`config.mk`:
```
export PLATFORM = sky130hd
export DESIGN_NAME = modulo_secded_pipe_flat
export DESIGN_NICKNAME = d
export VERILOG_FILES = /design/src/rtl/modulo_secded_pipe_if.sv /design/src/rtl/modulo_secded_pipe.sv /design/src/flat_wrapper.sv
export SDC_FILE = /design/constraint.sdc
export NUM_CORES = 1
export LEC_CHECK = 0
export ABC_CLOCK_PERIOD_IN_PS = 3400
export CAP_MARGIN = 30
export CELL_PAD_IN_SITES_DETAIL_PLACEMENT = 1
export CELL_PAD_IN_SITES_GLOBAL_PLACEMENT = 1
export CORE_UTILIZATION = 35
export DETAILED_ROUTE_END_ITERATION = 7
export GPL_TIMING_DRIVEN = 0
export PLACE_DENSITY_LB_ADDON = 0.1
export RECOVER_POWER = 50
export SLEW_MARGIN = 20
export SYNTH_ARGS = -nofsm -noshare
export SYNTH_HDL_FRONTEND = slang
export SYNTH_SLANG_ARGS = --single-unit
```
`constraint.sdc`:
```
create_clock -name clk -period 3.4 [get_ports clk]
set_input_delay 0.68 -clock clk [delete_from_list [all_inputs] [get_ports clk]]
set_output_delay 0.68 -clock clk [all_outputs]
set_load 0.01 [all_outputs]
```
`src/rtl/modulo_secded_pipe_if.sv`:
```
// Handshake/bus bundle for modulo_secded_pipe.
//   master : upstream/downstream environment (drives words in, accepts results)
//   slave  : the codec itself
// Signals:
//   in_valid/in_ready   input word handshake
//   modo, in_data       mode (0 encode, 1 decode) and word, sampled with in_valid
//   out_valid/out_ready result handshake
//   out_modo, out_data  mode and result of the word at the output
//   err_single, err_double, syndrome  decode status of the output word
//   inj_mask            codeword error injection (only with MODULO_SECDED_INJECT_EN)
interface modulo_secded_pipe_if #(
  parameter int DATA_W = 4
);
  function automatic int calc_pw(input int dw);
    int res;
    res = 0;
    for (int p = 1; p < 6; p++)
      if (res == 0 && (1 << p) >= dw + p + 1) res = p;
    return res;
  endfunction

  localparam int P_W    = calc_pw(DATA_W);
  localparam int CODE_W = DATA_W + P_W + 1;

  logic              in_valid;
  logic              in_ready;
  logic              modo;
  logic [CODE_W-1:0] in_data;
  logic              out_valid;
  logic              out_ready;
  logic              out_modo;
  logic [CODE_W-1:0] out_data;
  logic              err_single;
  logic              err_double;
  logic [P_W-1:0]    syndrome;
`ifdef MODULO_SECDED_INJECT_EN
  logic [CODE_W-1:0] inj_mask;
`endif

  modport master (
    output in_valid, modo, in_data, out_ready,
`ifdef MODULO_SECDED_INJECT_EN
    output inj_mask,
`endif
    input  in_ready, out_valid, out_modo, out_data, err_single, err_double, syndrome
  );

  modport slave (
    input  in_valid, modo, in_data, out_ready,
`ifdef MODULO_SECDED_INJECT_EN
    input  inj_mask,
`endif
    output in_ready, out_valid, out_modo, out_data, err_single, err_double, syndrome
  );
endinterface

```
`src/rtl/modulo_secded_pipe.sv`:
```
// Two-stage pipelined SECDED (extended Hamming) encoder/decoder with
// valid/ready handshake on both sides and saturating error counters.
// Optional feature macro: MODULO_SECDED_INJECT_EN adds bus.inj_mask, XORed
// onto encode-mode codewords when they move from S1 to S2.
// Ports:
//   clk, rst_n      clock, asynchronous active-low reset
//   bus (slave)     word handshake, mode, data, result and decode status
//   cnt_clr         synchronous clear of both counters (wins over increment)
//   corr_cnt        corrected-word count, saturating
//   dbl_cnt         uncorrectable-word count, saturating
module modulo_secded_pipe #(
  parameter int DATA_W = 4,
  parameter int CNT_W  = 8
) (
  input  logic              clk,
  input  logic              rst_n,
  modulo_secded_pipe_if.slave bus,
  input  logic              cnt_clr,
  output logic [CNT_W-1:0]  corr_cnt,
  output logic [CNT_W-1:0]  dbl_cnt
);
  function automatic int calc_pw(input int dw);
    int res;
    res = 0;
    for (int p = 1; p < 6; p++)
      if (res == 0 && (1 << p) >= dw + p + 1) res = p;
    return res;
  endfunction

  localparam int P_W    = calc_pw(DATA_W);
  localparam int CODE_W = DATA_W + P_W + 1;

  // Data bits fill the non-power-of-two positions from 3 upward; parity k
  // covers every position with index bit k set; bit 0 makes the word even.
  function automatic logic [CODE_W-1:0] hamming_encode(input logic [DATA_W-1:0] d);
    logic [CODE_W-1:0] c;
    logic p;
    int j;
    c = '0;
    j = 0;
    for (int i = 1; i < CODE_W; i++) begin
      if ((i & (i - 1)) != 0) begin
        c[i] = d[j];
        j++;
      end
    end
    for (int k = 0; k < P_W; k++) begin
      p = 1'b0;
      for (int i = 1; i < CODE_W; i++)
        if ((((i >> k) & 1) != 0) && (i != (1 << k))) p = p ^ c[i];
      c[1 << k] = p;
    end
    c[0] = ^c[CODE_W-1:1];
    return c;
  endfunction

  function automatic logic [DATA_W-1:0] hamming_extract(input logic [CODE_W-1:0] c);
    logic [DATA_W-1:0] d;
    int j;
    d = '0;
    j = 0;
    for (int i = 1; i < CODE_W; i++) begin
      if ((i & (i - 1)) != 0) begin
        d[j] = c[i];
        j++;
      end
    end
    return d;
  endfunction

  function automatic logic [P_W-1:0] calc_syn(input logic [CODE_W-1:0] c);
    logic [P_W-1:0] s;
    s = '0;
    for (int i = 1; i < CODE_W; i++)
      if (c[i]) s = s ^ P_W'(i);
    return s;
  endfunction

  function automatic logic [CNT_W-1:0] sat_inc(input logic [CNT_W-1:0] c);
    return (&c) ? c : c + 1'b1;
  endfunction

  logic              vld_p1, modo_p1, ov_p1;
  logic [CODE_W-1:0] word_p1;
  logic [P_W-1:0]    syn_p1;
  logic              vld_p2, modo_p2, es_p2, ed_p2;
  logic [CODE_W-1:0] data_p2;
  logic [P_W-1:0]    syn_p2;
  logic              adv_p2, in_ready;

  // S2 accepts whenever it is empty or its word leaves this cycle, so a full
  // pipe keeps streaming while out_ready is high.
  assign adv_p2   = !vld_p2 || bus.out_ready;
  assign in_ready = !vld_p1 || adv_p2;
  assign bus.in_ready = in_ready;

  // ---- S0 -> S1: capture word, mode, raw syndrome and overall parity ----
  always_ff @(posedge clk or negedge rst_n) begin
    if (!rst_n) vld_p1 <= 1'b0;
    else if (in_ready) vld_p1 <= bus.in_valid;
  end

  always_ff @(posedge clk) begin
    if (bus.in_valid && in_ready) begin
      word_p1 <= bus.in_data;
      modo_p1 <= bus.modo;
      syn_p1  <= calc_syn(bus.in_data);
      ov_p1   <= ^bus.in_data;
    end
  end

  logic [CODE_W-1:0] corr_word, data_nxt;
  logic              es_nxt, ed_nxt, syn_in_range;
  logic [P_W-1:0]    syn_nxt;

  always_comb begin
    corr_word    = word_p1;
    data_nxt     = '0;
    es_nxt       = 1'b0;
    ed_nxt       = 1'b0;
    syn_nxt      = '0;
    syn_in_range = 1'b0;
    if (!modo_p1) begin
`ifdef MODULO_SECDED_INJECT_EN
      data_nxt = hamming_encode(word_p1[DATA_W-1:0]) ^ bus.inj_mask;
`else
      data_nxt = hamming_encode(word_p1[DATA_W-1:0]);
`endif
    end else begin
      syn_nxt = syn_p1;
      for (int i = 0; i < CODE_W; i++)
        if (int'(syn_p1) == i) syn_in_range = 1'b1;
      if (syn_p1 == '0) begin
        // Only bit 0 can be wrong here; data positions are intact.
        es_nxt = ov_p1;
      end else if (ov_p1 && syn_in_range) begin
        for (int i = 0; i < CODE_W; i++)
          if (int'(syn_p1) == i) corr_word[i] = ~word_p1[i];
        es_nxt = 1'b1;
      end else begin
        ed_nxt = 1'b1;
      end
      data_nxt = CODE_W'(hamming_extract(corr_word));
    end
  end

  // ---- S1 -> S2: register result and flags; hold while stalled ----
  always_ff @(posedge clk or negedge rst_n) begin
    if (!rst_n) begin
      vld_p2  <= 1'b0;
      modo_p2 <= 1'b0;
      data_p2 <= '0;
      es_p2   <= 1'b0;
      ed_p2   <= 1'b0;
      syn_p2  <= '0;
    end else if (adv_p2) begin
      vld_p2 <= vld_p1;
      if (vld_p1) begin
        modo_p2 <= modo_p1;
        data_p2 <= data_nxt;
        es_p2   <= es_nxt;
        ed_p2   <= ed_nxt;
        syn_p2  <= syn_nxt;
      end
    end
  end

  assign bus.out_valid  = vld_p2;
  assign bus.out_modo   = modo_p2;
  assign bus.out_data   = data_p2;
  assign bus.err_single = es_p2;
  assign bus.err_double = ed_p2;
  assign bus.syndrome   = syn_p2;

  // ---- S2 -> out: count errored decode words as they are handed off ----
  logic out_hs_dec;
  assign out_hs_dec = vld_p2 && bus.out_ready && modo_p2;

  always_ff @(posedge clk or negedge rst_n) begin
    if (!rst_n) begin
      corr_cnt <= '0;
      dbl_cnt  <= '0;
    end else if (cnt_clr) begin
      corr_cnt <= '0;
      dbl_cnt  <= '0;
    end else if (out_hs_dec) begin
      if (es_p2) corr_cnt <= sat_inc(corr_cnt);
      if (ed_p2) dbl_cnt  <= sat_inc(dbl_cnt);
    end
  end
endmodule

```
`src/flat_wrapper.sv`:
```
// flat-port wrapper written by rule: the top's interface ports become plain ports
module modulo_secded_pipe_flat 
#(
  parameter int DATA_W = 4,
  parameter int CNT_W  = 8
)
  (clk, rst_n, cnt_clr, corr_cnt, dbl_cnt, bus_in_valid, bus_modo, bus_in_data, bus_out_ready, bus_in_ready, bus_out_valid, bus_out_modo, bus_out_data, bus_err_single, bus_err_double, bus_syndrome);
  modulo_secded_pipe_if #(.DATA_W(DATA_W)) bus_i ();
  input  logic clk;
  input  logic rst_n;
  input  logic cnt_clr;
  output logic [CNT_W-1:0] corr_cnt;
  output logic [CNT_W-1:0] dbl_cnt;
  input wire logic [$bits(bus_i.in_valid)-1:0] bus_in_valid;
  input wire logic [$bits(bus_i.modo)-1:0] bus_modo;
  input wire logic [$bits(bus_i.in_data)-1:0] bus_in_data;
  input wire logic [$bits(bus_i.out_ready)-1:0] bus_out_ready;
  output wire logic [$bits(bus_i.in_ready)-1:0] bus_in_ready;
  output wire logic [$bits(bus_i.out_valid)-1:0] bus_out_valid;
  output wire logic [$bits(bus_i.out_modo)-1:0] bus_out_modo;
  output wire logic [$bits(bus_i.out_data)-1:0] bus_out_data;
  output wire logic [$bits(bus_i.err_single)-1:0] bus_err_single;
  output wire logic [$bits(bus_i.err_double)-1:0] bus_err_double;
  output wire logic [$bits(bus_i.syndrome)-1:0] bus_syndrome;
  assign bus_i.in_valid = bus_in_valid;
  assign bus_i.modo = bus_modo;
  assign bus_i.in_data = bus_in_data;
  assign bus_i.out_ready = bus_out_ready;
  assign bus_in_ready = bus_i.in_ready;
  assign bus_out_valid = bus_i.out_valid;
  assign bus_out_modo = bus_i.out_modo;
  assign bus_out_data = bus_i.out_data;
  assign bus_err_single = bus_i.err_single;
  assign bus_err_double = bus_i.err_double;
  assign bus_syndrome = bus_i.syndrome;
  modulo_secded_pipe #(.DATA_W(DATA_W), .CNT_W(CNT_W)) u_core (.clk(clk), .rst_n(rst_n), .bus(bus_i), .cnt_clr(cnt_clr), .corr_cnt(corr_cnt), .dbl_cnt(dbl_cnt));
endmodule
```
Yosys cells after proc, flatten, opt, wreduce, memory -nomap -nowiden
Index checks and enable logic that the tools add are counted.
- register bits after elaboration: 45
- word-level logic and storage cells: 168
- output and inout port bits: 32
- bitwise logic cells: 20
- magnitude comparators: 9
- reduce and logical (&&, ||, !) cells: 23
- add/subtract/negate cells: 6
- equal/unequal tests: 9
- mux-type cells: 88
- operators by type and width (kind ; count):
    < comparator 32 x 4 -> 1 bit, second input constant ; 6
    two-way mux 32 bit ; 6
    adder 32 x 2 -> 32 bit, second input constant ; 4
    >= comparator 32 x 1 -> 1 bit, second input constant ; 3
    two-way mux 8 bit ; 12
    two-way mux 1 bit ; 46
    two-way mux 3 bit ; 11
    adder 8 x 1 -> 8 bit, second input constant ; 2
    AND reduction 8 bit ; 2
    bitwise mux 4 bit ; 3
    equality test 3 bit, second input constant ; 4
    inverter 1 bit ; 10
    two-way mux 4 bit ; 2
    parity 8 bit ; 1
    logical AND 1 bit ; 7
    parity 7 bit ; 1
    binary-select mux 1 bit (select 2 bit) ; 3
    demux 1 bit (select 2 bit) ; 3
    equality test 3 x 2 -> 1 bit, second input constant ; 2
    logical NOT 3 bit ; 2
    inverter 2 bit ; 3
    AND reduction 3 bit ; 2
    nonzero test 2 bit ; 3
    bitwise XOR 1 bit ; 6
    7 further kinds ; 11

Longest topological paths before layout
- word-level depth: 22
- gate-level depth with buffers: 5
- depth with buffers taken out: 5

Least setup slack after synthesis
Ideal clock, no wire load.
- kind: input-to-reg
- from: input bus_out_ready
- to: register u_core.dbl_cnt[7]
- buffers on the path: 1
- setup slack: 1.652 ns
- arrival: 1.670 ns
- data required time: 3.322 ns
- cell stages on the path: 5
- setup time: 0.078 ns
- cell sequence: and4_1 -> buf_6 -> nand4_4 -> or4_1 -> a21oi_1
- longest elaborated chain between the ends: 4
- RTL lines (what ; line ; text):
    start: declaration ; flat_wrapper.sv:17 ; input wire logic [$bits(bus_i.out_ready)-1:0] bus_out_ready;
    logical AND 1 bit (2 in a row) ; modulo_secded_pipe.sv:177 ; assign out_hs_dec = vld_p2 && bus.out_ready && modo_p2;
    nonzero test 2 bit (no source line) ; - ;
    AND reduction 3 bit (no source line) ; - ;
    end signal: assignment ; modulo_secded_pipe.sv:188 ; if (ed_p2) dbl_cnt <= sat_inc(dbl_cnt);
    end: declaration ; modulo_secded_pipe.sv:20 ; output logic [CNT_W-1:0] dbl_cnt
No other way between the ends.
A chain may end at the register's enable or synchronous reset.

Final worst setup path
- from: input bus_out_ready
- to: output bus_in_ready
- longest elaborated chain between the ends: 2
- RTL lines (what ; line ; text):
    logical OR 1 bit ; modulo_secded_pipe.sv:93 ; assign adv_p2 = !vld_p2 || bus.out_ready;
    logical OR 1 bit ; modulo_secded_pipe.sv:94 ; assign in_ready = !vld_p1 || adv_p2;
    end: declaration ; flat_wrapper.sv:18 ; output wire logic [$bits(bus_i.in_ready)-1:0] bus_in_ready;
No other way between the ends.

==> results.py <==
metrics = {
    "status": {
        "status": "completed",
    },
    "global_routing": {
        "overflow": 0,
        "grt_use_total_pct": 16.4,
        "grt_pass1_vias": 1645,
        "grt_pass1_wl_um": 7940,
        "grt_max_degree": 25,
        "grt_antenna_before_repair": 0,
    },
    "worst_setup_path": {
        "required_ns": 2.72,
        "path_class": "in2out",
        "end_kind": "primary output",
        "start_kind": "primary input",
        "worstPathArrival_ns": 1.98,
        "critPathMaxFanout": 4,
    },
    "sta": {
        "fmax_mhz": 377,
        "finalSetupViolations": 0,
        "slew_headroom_pct": 12.1,
        "rsz0062_at_grt": "false",
        "slew_viol_final": 0,
        "min_period_ns": 2.66,
        "fin_skew_ns": 0.00606,
        "fin_hold_ws_ns": 0.315,
        "hold_violations": 0,
        "worst_pin_slew_ns": 1.32,
        "finalSetupTns_ns": 0,
        "final.period_utilization_pct": 78.1,
    },
    "logic_synthesis": {
        "syn-num-nets": 212,
        "netlist.area_leader.share_pct": 37.5,
        "synth_cells": 196,
        "synth.area.top_cells": "dfrtp_1 (38%), edfxtp_1 (17%), xnor2_1 (6.6%)",
        "synth_top_area_cell": "dfrtp_1",
        "synth_seq_cells": 44,
        "yosys_warnings": 0,
        "ys_seq_area_share_pct": 54.4,
        "syn-cell-area_um2": 2130,
        "yosys.cell_types.count": 40,
        "synth.avg_cell_area_um2": 10.9,
    },
    "power_and_ir_drop": {
        "powerDensity_nw_per_um2": 424,
        "p_leak_nw": 1.08,
        "vdd_drop_max_v": 0.000189,
    },
    "finish": {
        "fin_util_pct": 46.4,
        "mostFrequentLayoutCells": "dfrtp_1 (32), clkdlybuf4s50_1 (28), nand2_1 (26)",
        "diodes": 0,
        "layout.cells.non_filler": 324,
        "final_common_cell": "dfrtp_1",
        "drive_gt1_share_pct": 3.61,
        "syn_to_final_growth_pct": 28.1,
        "nNetsFinal": 264,
    },
    "cts": {
        "cts_tree": "built",
        "clock_sinks": 44,
        "cts_buffers": 5,
        "clock-root-buffer": "clkbuf_8",
        "postCtsSetupBuffers": 0,
        "htree_num_levels": 2,
        "path_clk_slew_ns": 0.08,
        "cts_resized": 0,
        "clk_latency_ns": 0.29,
        "clk_path_buf_depth": 2,
        "holdBufCountCts": 0,
    },
    "detailed_routing": {
        "drt_iter0_drc": 27,
        "num_vias": 1608,
        "viasPerCell": 4.96,
        "postRouteAntennaNets": 0,
        "routed_wl_um": 4640,
        "drc_errors": 0,
        "route.detailed.wl_per_inst_um": 14.3,
        "drtPass1Iterations": 4,
    },
    "floorplan": {
        "die_area_um2": 6410,
        "pin_count": 46,
        "core_um2": 5890,
        "start_util_pct": 36.2,
        "die_w_um": 80.1,
        "num_rows": 28,
        "die_h_um": 80.1,
    },
    "hold_path": {
        "hold_path.class": "in2async",
    },
    "place": {
        "port_buffers": 44,
        "numPlacedInstances": 316,
        "dp_hpwl_um": 3650,
        "place.gp.congestion": 0.694,
    },
    "job": {
        "cap_viol_max_count": 0,
    },
}
==> flip-flops by register name, summed over array words and instances, names as in the netlist <==
register,count
u_core.bus.err_double,1
u_core.bus.err_single,1
u_core.bus.out_data,8
u_core.bus.out_modo,1
u_core.bus.out_valid,1
u_core.bus.syndrome,3
u_core.corr_cnt,8
u_core.dbl_cnt,8
u_core.modo_p1,1
u_core.ov_p1,1
u_core.syn_p1,3
u_core.vld_p1,1
u_core.word_p1,7
==> cell type report <==
cell class / instances / area [um2]
Clock inverter: 1 / 5.00
Fill cell: 674 / 3150
Multi-Input combinational cell: 142 / 921
Tap cell: 75 / 93.8
Clock buffer: 7 / 76.3
Sequential cell: 44 / 1160
Timing Repair Buffer: 45 / 438
Inverter: 4 / 15.0
Buffer: 6 / 22.5
==> per-layer routing <==
layer	vias up	share of wire [%]	routed length (um)	GRT usage, %
met1	773	42	1940	18.4
li1	797	-	-	-
met3	7	3.0	140	3.75
met5	-	0	0	0
met2	31	54	2500	30.7
met4	0	1.3	61	4.82
==> metrics by stage <==
stage / setup slack [ns] / instance area, um2 / power (mW)
after global placement: 0.794 / 2670 / 0.863
after global routing: 0.688 / 2730 / 1.23
after detailed placement: 0.790 / 2680 / 0.873
final: 0.744 / 2730 / 1.16
after CTS: 0.785 / 2760 / 1.19
after floorplan: 1.65 / 2130 / 0.745
==> power by group <==
part | total (mW) | switching (mW) | internal [mW] | leakage (nW)
combinational | 0.209 | 0.100 | 0.109 | 0.499
sequential | 0.634 | 0.0393 | 0.595 | 0.538
clock | 0.315 | 0.171 | 0.144 | 0.0422
total | 1.16 | 0.310 | 0.848 | 1.08
==> Yosys cell counts <==
| cell | instances |
|---|---|
| a2111oi_2 | 1 |
| a211oi_1 | 2 |
| a21oi_1 | 4 |
| a41o_1 | 1 |
| a41oi_1 | 1 |
| and2_1 | 1 |
| and3_1 | 1 |
| and4_1 | 2 |
| buf_1 | 1 |
| buf_6 | 1 |
| clkbuf_1 | 4 |
| dfrtp_1 | 32 |
| edfxtp_1 | 12 |
| ha_1 | 2 |
| inv_1 | 4 |
| mux2_2 | 1 |
| mux2i_1 | 9 |
| nand2_1 | 26 |
| nand2b_1 | 5 |
| nand3_1 | 4 |
| nand3b_1 | 1 |
| nand4_1 | 4 |
| nand4_2 | 1 |
| nand4_4 | 1 |
| nand4b_1 | 3 |
| nor2_1 | 14 |
| nor2b_1 | 1 |
| nor3_1 | 7 |
| nor4_1 | 1 |
| nor4b_1 | 1 |
| o211ai_1 | 1 |
| o21ai_0 | 16 |
| o311ai_0 | 1 |
| o31ai_1 | 2 |
| o41ai_1 | 1 |
| or2b_1 | 1 |
| or3_1 | 1 |
| or4_1 | 1 |
| xnor2_1 | 16 |
| xor2_1 | 8 |
==> kinds of logic after synthesis <==
family	after synthesis	share of synthesized area, %
and+or+nand+nor	76	18.8
DFF	44	54.4
AOI/OAI and AO/OA	30	8.86
xor gates and xnor gates	24	9.85
buffers and inverters	10	2.11
muxes	10	4.75
adders and majority gates	2	1.17
==> path summary, 6_finish.rpt <==
kind | cells after the start | slack, ns | from | end
setup / recovery | 3 | 0.74 | bus_out_ready | bus_in_ready
hold / removal | 1 | 0.31 | rst_n | u_core.corr_cnt[6]
max in group asynchronous | 2 | 1.50 | rst_n | u_core.bus.out_data[2]
min in group clk | 2 | 0.49 | u_core.bus.out_data[6] | u_core.bus.out_data[6]
hold reg to reg | 2 | 0.49 | u_core.bus.out_data[6] | u_core.bus.out_data[6]
setup reg to reg | 5 | 1.55 | u_core.bus.out_valid | u_core.dbl_cnt[7]
==> critical path: stages <==
cell             delay (ns)
dlygate4sd3_1          0.59
nand3b_1               0.16
clkdlybuf4s50_1        0.55
No activity file was read; power rests on OpenSTA's default activity.
